## src/rtl/input_debouncer_pkg.sv

```systemverilog
// Shared defaults and sizing helper for the board-input debouncer.
// Imported by the top and by the per-channel debounce logic.
package input_debouncer_pkg;

    localparam int DEF_WIDTH        = 8;
    localparam int DEF_TICK_DIV     = 32000;
    localparam int DEF_STABLE_TICKS = 10;

    // Counter width for a modulo-n count; never narrower than one bit.
    function automatic int cnt_bits(input int n);
        return (n <= 2) ? 1 : $clog2(n);
    endfunction

endpackage

```

## src/rtl/debounce_channel.sv

```systemverilog
// One debounced input: 2-FF synchronizer, tick-qualified stability counter,
// registered level plus one-cycle rise/fall pulses coincident with the level change.
module debounce_channel
    import input_debouncer_pkg::*;
#(
    parameter int   STABLE_TICKS = DEF_STABLE_TICKS,
    parameter logic RESET_VAL    = 1'b0
) (
    input  logic clk,
    input  logic rst,
    input  logic din_bit,
    input  logic tick,
    output logic dout,
    output logic rise,
    output logic fall
);

    localparam int            CW       = cnt_bits(STABLE_TICKS);
    localparam logic [CW-1:0] CNT_LAST = CW'(STABLE_TICKS - 1);

    logic [1:0]    sync_q, sync_d;
    logic [CW-1:0] cnt_q, cnt_d;
    logic          dout_q, dout_d;
    logic          rise_q, rise_d;
    logic          fall_q, fall_d;
    logic          sync;

    assign sync = sync_q[1];

    // NOTE: every signal gets its hold/idle value first so no path leaves it
    // unassigned; otherwise synthesis infers a latch.
    always_comb begin
        sync_d = {sync_q[0], din_bit};
        cnt_d  = cnt_q;
        dout_d = dout_q;
        rise_d = 1'b0;
        fall_d = 1'b0;
        if (sync == dout_q) begin
            cnt_d = '0;
        end else if (tick) begin
            if (cnt_q == CNT_LAST) begin
                dout_d = sync;
                cnt_d  = '0;
                rise_d = sync;
                fall_d = ~sync;
            end else begin
                cnt_d = cnt_q + CW'(1);
            end
        end
    end

    // NOTE: state registers use non-blocking assignments so all flops sample
    // their _d values from the same edge, independent of statement order.
    always_ff @(posedge clk or negedge rst) begin
        if (!rst) begin
            sync_q <= {2{RESET_VAL}};
            cnt_q  <= '0;
            dout_q <= RESET_VAL;
            rise_q <= 1'b0;
            fall_q <= 1'b0;
        end else begin
            sync_q <= sync_d;
            cnt_q  <= cnt_d;
            dout_q <= dout_d;
            rise_q <= rise_d;
            fall_q <= fall_d;
        end
    end

    assign dout = dout_q;
    assign rise = rise_q;
    assign fall = fall_q;

endmodule

```

## src/rtl/input_debouncer.sv

```systemverilog
// Board-input conditioner: shared tick prescaler, one debounce_channel per pin,
// sticky edge-event register with irq and ack-clear (a new edge wins over ack).
module input_debouncer
    import input_debouncer_pkg::*;
#(
    parameter int               WIDTH        = DEF_WIDTH,
    parameter int               TICK_DIV     = DEF_TICK_DIV,
    parameter int               STABLE_TICKS = DEF_STABLE_TICKS,
    parameter logic [WIDTH-1:0] RESET_VAL    = '0
) (
    input  logic             clk,
    input  logic             rst,
    input  logic [WIDTH-1:0] din,
    output logic [WIDTH-1:0] dout,
    output logic [WIDTH-1:0] rise,
    output logic [WIDTH-1:0] fall,
    output logic [WIDTH-1:0] events,
    output logic             irq,
    input  logic             irq_ack
);

    localparam int            PW       = cnt_bits(TICK_DIV);
    localparam logic [PW-1:0] PRE_LAST = PW'(TICK_DIV - 1);

    if (TICK_DIV < 2) begin : g_bad_tick_div
        $error("input_debouncer: TICK_DIV must be >= 2");
    end
    if (STABLE_TICKS < 2) begin : g_bad_stable_ticks
        $error("input_debouncer: STABLE_TICKS must be >= 2");
    end

    logic [PW-1:0]    pre_q, pre_d;
    logic             tick;
    logic [WIDTH-1:0] events_q, events_d;

    assign tick = (pre_q == PRE_LAST);

    always_comb begin
        pre_d    = tick ? '0 : pre_q + PW'(1);
        events_d = (events_q & ~{WIDTH{irq_ack}}) | rise | fall;
    end

    always_ff @(posedge clk or negedge rst) begin
        if (!rst) begin
            pre_q    <= '0;
            events_q <= '0;
        end else begin
            pre_q    <= pre_d;
            events_q <= events_d;
        end
    end

    for (genvar i = 0; i < WIDTH; i++) begin : g_ch
        debounce_channel #(
            .STABLE_TICKS (STABLE_TICKS),
            .RESET_VAL    (RESET_VAL[i])
        ) u_ch (
            .clk     (clk),
            .rst     (rst),
            .din_bit (din[i]),
            .tick    (tick),
            .dout    (dout[i]),
            .rise    (rise[i]),
            .fall    (fall[i])
        );
    end

    assign events = events_q;
    assign irq    = |events_q;

endmodule
```

## config.mk

```make
export PLATFORM = sky130hd
export DESIGN_NAME = input_debouncer
export DESIGN_NICKNAME = d
export VERILOG_FILES = /design/src/rtl/input_debouncer_pkg.sv /design/src/rtl/debounce_channel.sv /design/src/rtl/input_debouncer.sv
export SDC_FILE = /design/constraint.sdc
export NUM_CORES = 1
export LEC_CHECK = 0
export ABC_CLOCK_PERIOD_IN_PS = 2000
export CORE_MARGIN = 1
export CORE_UTILIZATION = 50
export DETAILED_ROUTE_END_ITERATION = 10
export GPL_TIMING_DRIVEN = 0
export PLACE_DENSITY = 0.82
export SLEW_MARGIN = 20
export SYNTH_ARGS = -nofsm -noshare
export SYNTH_HDL_FRONTEND = slang
export SYNTH_HIERARCHICAL = 1
export SYNTH_SLANG_ARGS = --single-unit
```

## constraint.sdc

```tcl
create_clock -name clk -period 2 [get_ports clk]
set_input_delay 0.4 -clock clk [delete_from_list [all_inputs] [get_ports clk]]
set_output_delay 0.4 -clock clk [all_outputs]
set_load 0.005 [all_outputs]
```

* Yosys cells after proc, flatten, opt, wreduce, memory -nomap -nowiden
Cells that the tools add are included.
** Word-level totals
- Register bits after elaboration :: 95
- Bits of input ports :: 11
- Output and inout bits :: 33
- Word-level logic and storage cells :: 178
** Operators by class
- Add/sub/neg operators :: 9
- Equal/unequal tests :: 17
- Multiplexer cells :: 73
- Bitwise logic cells :: 20
- Reduce and logical (&&, ||, !) cells :: 17
** Operator list (number)
- two-way mux 4 bit :: 24
- two-way mux 1 bit :: 48
- adder 4 x 1 -> 4 bit, second input constant :: 8
- == test 4 bit, second input constant :: 8
- AND reduction 3 bit :: 8
- NOT 1 bit :: 16
- bitwise OR 8 bit :: 2
- nonzero test 2 bit :: 8
- adder 15 x 1 -> 15 bit, second input constant :: 1
- == test 15 bit, second input constant :: 1
- two-way mux 15 bit :: 1
- AND 8 bit :: 1
- == test 1 bit :: 8
- NOT 8 bit :: 1
- OR reduction 8 bit :: 1

* Longest topological paths before layout
Gate-level depths: netlist (run 1).
- Depth in word-level cells :: 4
- Mapped depth :: 8
- Mapped depth without buffers :: 7

* Cells and area by module
Netlist (run 1), hierarchy kept.
** Modules (own cells, without submodules)
- debounce_channel :: instances 8, cells each 29, area each 365.4 sq um, sequential area each 225.2 sq um
- input_debouncer :: instances 1, cells each 103, area each 1062.3 sq um, sequential area each 575.6 sq um

* Worst setup path before layout (run 1)
Ideal clock, no wire load.
- Kind :: reg2reg
- Start :: reg pre_q[0]
- End :: reg g_ch[0].u_ch.dout_q
- Setup time :: 0.125 ns
- Arrival time :: 2.055 ns
- Required time :: 1.875 ns
- Slack :: -0.180 ns
- Stages on the path, launching flop included :: 9
- Path buffers :: 1
- Clock period less this slack :: 2.180 ns
- Cells stage by stage :: dfrtp_1 -> ha_1 -> and3_1 -> buf_4 -> nand4_4 -> inv_4 -> nand2_2 -> or3b_4 -> mux2_4
** On the way
- Longest elaborated chain between the ends :: 2
** RTL lines
- from (decl) :: line input_debouncer.sv:32 : logic [PW-1:0] pre_q, pre_d;
- from (signal assigned) :: line input_debouncer.sv:48 : pre_q <= pre_d;
- == test 15 bit :: line input_debouncer.sv:36 : assign tick = (pre_q == PRE_LAST);
- net tick :: line input_debouncer.sv:33 : logic tick;
- AND reduction 3 bit (no line)
- to (signal assigned) :: line debounce_channel.sv:64 : dout_q <= dout_d;
- to (decl) :: line debounce_channel.sv:23 : logic dout_q, dout_d;
The timed path passes the listed nets, and every way through them passes these cells.
A chain may end at the register's enable or synchronous reset.

* Final worst setup path (run 1)
- Start :: reg pre_q[0]
- End :: reg g_ch[6].u_ch.dout_q
** On the way
- Longest elaborated chain between the ends :: 2
** RTL lines (line)
- == test 15 bit :: input_debouncer.sv:36
- net tick :: input_debouncer.sv:33
- AND reduction 3 bit (no line)
- to (signal assigned) :: debounce_channel.sv:64
- to (decl) :: debounce_channel.sv:23
The timed path passes the listed nets, and every way through them passes these cells.

==> run_results.csv, run 1 <==
group,metric,value,unit
global_route,grt_pass1_vias,2709,
global_route,grt_pass1_wl,12.8,mm
synthesis,ys_warn_count,6,
die,die_h,91.3,um
synthesis,synth_seq_cells,95,
placed_design,portBuffers,43,
setup_path,reg2reg_slack,-0.02,ns
setup_path,crit_required,2.26,ns
status,status,"complete, but fails checks",
drt,drt-total-wl,7.64,mm
setup_path,cp_max_fo,8,
status,violations,"negative setup slack",
worst_hold_path,min_to,"g_ch[0].u_ch/sync_q[1]",
drt,first_pass_iters,4,
die,pin_count,44,
setup_path,critPathMaxStageDelay,0.42,ns
clock_network,cts_root_buffer,"clkbuf_8",
drt,num_vias,2726,
setup_path,path_cells,"ha_2, and3_4, nand4_4, inv_12, nand2_4, or3b_4, mux2_4",
final_layout,post-route-util,0.641,
drt,vias_per_cell,5.32,
sta,fin_ws,-0.0177,ns
global_route,gr-usage-all-layers,0.199,
job,drv_cap,0,
synthesis,syn_inst,335,
sta,hold_viol,0,
clock_network,cts_max_level,3,
clock_network,clock-sinks,95,
clock_network,cts_tree,"yes",
die,dieArea,8330,um2
setup_path,worstSetupPathType,"register to register",
sta,period_share,1.01,
worst_hold_path,holdPathStages,0,
sta,fin_worst_skew,0.0144,ns
global_route,grt_max_degree,67,
sta,max_clock_freq,496,MHz
synthesis,syn_area,3990,um2
power_and_ir_drop,irDropWorstVdd,367,uV
drt,first_iter_violations,104,
synthesis,syn_avg_cell_area,11.9,um2
sta,min_period,2.02,ns
die,core_region_area,7730,um2
setup_path,cp-start-kind,"register",
sta,tightest_slew,0.402,ns
clock_network,clkTransAtPathRegs,0.10,ns
clock_network,clock_path_buffers,2,
global_route,grt_overflow,0,
sta,finalSetupTns,-0.0177,ns
sta,slew_viol_final,0,
die,std_cell_rows,32,
drt,avgRoutedWirePerCell,14.9,um
die,initial_utilization,0.516,
power_and_ir_drop,p_per_area,651,nW/um2
setup_path,path_buf_inv,1,
setup_path,worst_setup_path_end_kind,"register",
die,dieWidth,91.3,um
sta,maxSlewHeadroom,0.731,
synthesis,ys_seq_area_frac,0.597,
final_layout,diodes,0,
placed_design,gp_congestion,0.732,
final_layout,nNetsFinal,417,
global_route,antenna_found_initial,0,
clock_network,cts_made_buffers,9,
setup_path,r2r-end,"g_ch[6].u_ch/dout",
placed_design,dp_worst_setup_slack,-0.250,ns
synthesis,synth_top_flop_cell,"dfrtp_1",
final_layout,syn_to_final_growth,24.2,%
setup_path,crit_slowest_cell,"or3b_4",
synthesis,async_flop_share,1.00,
placed_design,hpwlAfterDp,4.89,mm
setup_path,r2r-start,"pre_q[0]",
worst_hold_path,hold_start,"g_ch[0].u_ch/sync_q[0]",
sta,rsz0062_at_grt,"yes",
power_and_ir_drop,p_leak,2.28,nW
setup_path,r2r_cells,7,
synthesis,synth_fp_nets,347,
synthesis,synth_edf_count,0,
setup_path,critPathTopFamily,"simple AND/OR/NAND/NOR gates",
final_layout,drive_above_1_share,0.190,
drt,drc,0,
clock_network,clk_latency,0.37,ns
drt,ant_nets,0,
setup_path,critPathArrivalTime,2.28,ns
synthesis,synth_cell_type_count,32,
worst_hold_path,hold_class,"register to register",
sta,setup_viol,1,
## worst reg2reg max path, cell delays in order, from the launching register on
cell and delay, ns:
dfrtp_1 0.37, ha_2 0.19, and3_4 0.21, nand4_4 0.18, inv_12 0.17, nand2_4 0.06
or3b_4 0.42, mux2_4 0.31
## final cells by class
class,instances,area (um2)
Clock inverter,7,58.8
Inverter,9,46.3
Clock buffer,9,124
Fill cell,610,2780
Multi-Input combinational cell,227,1600
Timing Repair Buffer,59,577
Tap cell,102,128
Buffer,2,22.5
Sequential cell,95,2380
Timing Repair inverter,2,17.5
## cells by family (layout without fill, tap and decap cells)
logic type,count (synthesis),in the layout,share of synthesized area
DFF,95,95,0.597
muxes,8,8,0.0301
AOI/OAI and AO/OA,46,46,0.0584
adders and majority gates,1,1,0.00314
buffers and inverters,13,88,0.0170
and+or+nand+nor,140,140,0.224
xor gates and xnor gates,32,32,0.0703
## state kept, by name, indices dropped and copies added (netlist names)
register	flops
events	8
g_ch.u_ch/cnt_q	32
g_ch.u_ch/dout	8
g_ch.u_ch/fall	8
g_ch.u_ch/rise	8
g_ch.u_ch/sync_q	16
pre_q	15
## synth_stat cells (2+ instances only)
master / instances / area [um2]
o21ai_1: 4 / 20.0
buf_4: 2 / 15.0
or3_1: 8 / 50.1
inv_1: 8 / 30.0
a21oi_1: 16 / 80.1
xor2_1: 14 / 123
o21ai_0: 25 / 125
and4_1: 4 / 35.0
nor2b_1: 18 / 113
and3_1: 2 / 12.5
mux2_4: 8 / 120
nor4_1: 2 / 12.5
or3b_4: 8 / 90.1
nand3_1: 18 / 90.1
nand2_2: 8 / 50.1
nor2_1: 28 / 105
nand4_1: 3 / 18.8
nand2_1: 12 / 45.0
xnor2_1: 18 / 158
nor3b_1: 16 / 120
and4b_2: 8 / 90.1
dfrtp_1: 95 / 2380
## cell usage in the layout (no fill, tap or decap), types with 3 or more instances in the layout
cell / n
a21oi_1: 16
and4_1: 4
and4b_2: 8
buf_4: 13
buf_6: 4
clkbuf_8: 9
clkdlybuf4s50_1: 41
dfrtp_1: 94
inv_1: 8
inv_6: 6
mux2_4: 8
nand2_1: 12
nand2_4: 8
nand3_1: 18
nand4_1: 3
nor2_1: 28
nor2b_1: 18
nor3b_1: 15
o21ai_0: 24
o21ai_1: 5
or3_1: 8
or3b_4: 8
xnor2_1: 18
xor2_1: 14
## worst max path at each step
stage               startpoint  slack, ns  cells after the start           endpoint
global route          pre_q[0]      -0.07                      7  g_ch[6].u_ch/dout
floorplan             pre_q[0]      -0.07                      8  g_ch[0].u_ch/dout
detailed placement    pre_q[0]      -0.25                      8  g_ch[6].u_ch/dout
CTS                   pre_q[4]      0.005                      7  g_ch[6].u_ch/dout
finish                pre_q[0]      -0.02                      7  g_ch[6].u_ch/dout
global placement           rst      -2.90                      1  g_ch[4].u_ch/rise
## through the flow
stage	total power, mW	cells	hold WS [ns]	cell area [um2]
after detailed placement	2.07	481	0.294	4630
final	3.22	512	0.354	4950
after CTS	3.26	506	0.356	4890
after floorplan	2.00	335	0.104	4050
after global placement	2.06	480	0.332	4600
after global routing	3.35	512	0.370	4950
## what timing repair did
action,in CTS,in global routing
endpoints found under the hold margin,29,0
gates cloned,2,0
setup buffers,8,6
gates resized for setup,2,5
hold buffers,1,0
endpoints found under the setup margin,25,13
pin swaps,3,3
## power breakdown
part	internal [mW]	total, mW	switching, mW
sequential	1.94	1.95	0.0120
combinational	0.0318	0.0832	0.0514
clock	0.476	1.19	0.718
total	2.44	3.22	0.781
## routing by layer
metal / global-route usage / share of wire
met1: 0.255 / 0.44
met2: 0.325 / 0.49
met3: 0.0494 / 0.045
met4: 0.0807 / 0.019
met5: 0 / 0
No activity file was read; power rests on OpenSTA's default activity.
==> run 2: changes to the inputs <==
- ABC_CLOCK_PERIOD_IN_PS: 2000 -> 1900
- CORE_UTILIZATION: 50 -> 56
- PLACE_DENSITY: 0.82 -> 0.86
- clock period: 2 -> 1.9 ns (I/O delays scaled with it)
==> run_results.csv, run 2 (synthesis results as in run 1) <==
group,metric,value,unit
drt,avgRoutedWirePerCell,15.6,um
power_and_ir_drop,irDropWorstVdd,624,uV
final_layout,top_register,"g_ch.u_ch/cnt_q",
drt,first_iter_violations,141,
power_and_ir_drop,switching_share,0.208,
clock_network,clock-sinks,95,
power_and_ir_drop,p_comb_frac,0.025,
final_layout,syn_to_final_growth,28.3,%
die,pin_count,44,
global_route,grt_pass1_wl,13.2,mm
final_layout,diodes,0,
final_layout,post-route-util,0.748,
final_layout,nNetsFinal,426,
sta,maxSlewHeadroom,0.738,
worst_hold_path,hold_start,"g_ch[0].u_ch/sync_q[0]",
placed_design,dpl-instance-area,4630,um2
setup_path,crit_required,2.15,ns
sta,fin_ws,-0.142,ns
drt,vias_per_cell,5.47,
clock_network,cts_max_level,3,
global_route,antenna_found_initial,0,
setup_path,critPathArrivalTime,2.29,ns
setup_path,cp-start-kind,"register",
final_layout,fin_area,5110,um2
power_and_ir_drop,p_int,2.74,mW
setup_path,reg2reg_slack,-0.14,ns
sta,fin_worst_skew,0.00590,ns
final_layout,final_cell_mix,"dfrtp_1 (94), clkdlybuf4s50_1 (41), nor2_1 (28)",
die,dieWidth,86.4,um
final_layout,final_common_cell,"dfrtp_1",
final_layout,largest_reg_flops,32,
worst_hold_path,min_to,"g_ch[0].u_ch/sync_q[1]",
clock_network,cts_made_buffers,9,
setup_path,r2r_cells,7,
worst_hold_path,hold_class,"register to register",
sta,max_clock_freq,490,MHz
setup_path,worst_setup_path_end_kind,"register",
die,die_h,86.4,um
die,std_cell_rows,30,
setup_path,worstSetupPathType,"register to register",
sta,period_share,1.07,
sta,hold_viol,0,
global_route,grt_pass1_vias,2779,
power_and_ir_drop,pwr-share-seq,0.592,
power_and_ir_drop,pwr-share-clk,0.383,
clock_network,clk_latency,0.36,ns
final_layout,fillers,447,
final_layout,reg.largest.list,"g_ch.u_ch/cnt_q x32, g_ch.u_ch/sync_q x16, pre_q x15",
drt,first_pass_iters,5,
sta,tightest_slew,0.391,ns
drt,ant_nets,0,
placed_design,hpwlAfterDp,4.77,mm
power_and_ir_drop,total_power,3.46,mW
status,violations,"negative setup slack",
global_route,grt_max_degree,83,
worst_hold_path,holdPathStages,0,
sta,min_period,2.04,ns
die,initial_utilization,0.583,
drt,num_vias,2810,
placed_design,portBuffers,43,
setup_path,cp_max_fo,4,
status,status,"complete, but fails checks",
sta,slew_viol_final,0,
clock_network,cts_root_buffer,"clkbuf_8",
power_and_ir_drop,power_switching,0.721,mW
setup_path,r2r-start,"pre_q[1]",
job,drv_cap,0,
final_layout,drive_above_1_share,0.237,
clock_network,cts_tree,"yes",
die,core_region_area,6830,um2
clock_network,clkTransAtPathRegs,0.08,ns
power_and_ir_drop,p_per_area,677,nW/um2
die,dieArea,7460,um2
global_route,grt_overflow,0,
placed_design,gp_congestion,0.765,
power_and_ir_drop,p_leak,2.34,nW
drt,drc,0,
global_route,gr-usage-all-layers,0.234,
clock_network,clock_path_buffers,2,
sta,setup_viol,18,
drt,drt-total-wl,8.02,mm
setup_path,r2r-end,"g_ch[7].u_ch/dout",
sta,rsz0062_at_grt,"yes",
[run 2: how the worst max path moves through the flow]
| stage | from | to | slack, ns | depth (start not counted) |
|---|---|---|---|---|
| detailed placement | pre_q[0] | g_ch[3].u_ch/dout | -0.36 | 8 |
| global route | pre_q[1] | g_ch[7].u_ch/dout | -0.21 | 7 |
| finish | pre_q[1] | g_ch[7].u_ch/dout | -0.14 | 7 |
| global placement | rst | g_ch[4].u_ch/sync_q[0] | -2.95 | 1 |
| CTS | pre_q[8] | g_ch[3].u_ch/dout | -0.12 | 7 |
| floorplan | pre_q[0] | g_ch[0].u_ch/dout | -0.17 | 8 |
[run 2: power groups by stage]
stage / clock network [mW] / registers [mW] / logic (mW)
6_report: 1.33 / 2.05 / 0.0880
5_1_grt: 1.42 / 2.05 / 0.0994
4_1_cts: 1.35 / 2.05 / 0.0904
3_5_place_dp: 0 / 2.09 / 0.0882
3_3_place_gp: 0 / 2.09 / 0.0800
2_1_floorplan: 0 / 2.09 / 0.0149
[run 2: stage by stage]
stage               hold WS (ns)  instances  setup WS [ns]  TNS, ns
global route               0.364        514         -0.208    -3.81
finish                     0.353        514         -0.142    -1.51
floorplan                 0.0844        335         -0.171    -1.52
global placement           0.334        474          -2.95  -284.53
CTS                        0.354        508         -0.119   -0.775
detailed placement         0.213        475         -0.356    -6.41
[run 2: layer usage]
layer | part of all wire | vias to the layer above | GRT usage
li1 | - | 1322 | -
met1 | 0.43 | 1431 | 0.294
met2 | 0.52 | 47 | 0.396
met3 | 0.028 | 10 | 0.0543
met4 | 0.017 | 0 | 0.0879
met5 | 0 | - | 0
[run 2: repair_timing]
action / 4_1_cts / 5_1_grt
gates resized for setup: 5 / 23
endpoints found under the hold margin: 13 / 0
gates cloned: 3 / 0
hold buffers: 1 / 0
buffers inserted: 16 / 7
endpoints found under the setup margin: 39 / 39
pin swaps: 7 / 14
[run 2: area by class of cell]
| class | instances | area (um2) | share of cell area |
|---|---|---|---|
| flip-flops and latches | 95 | 2380 | 0.465 |
| multi-input cells | 227 | 1670 | 0.327 |
| repair buffers | 68 | 649 | 0.127 |
| clock buffers | 12 | 155 | 0.0303 |
| well taps | 96 | 120 | 0.0235 |
| inverters | 9 | 46.3 | 0.00906 |
| clock inverters | 3 | 42.5 | 0.00832 |
| repair inverters | 3 | 36.3 | 0.00710 |
| plain buffers | 1 | 11.3 | 0.00220 |
[run 2: worst max-delay path: stages, from the launching register on]
cell	delay, ns
dfrtp_1	0.38
ha_2	0.19
and3_4	0.21
nand4_4	0.20
clkinv_4	0.17
nand2_4	0.07
or3b_4	0.41
mux2_4	0.30
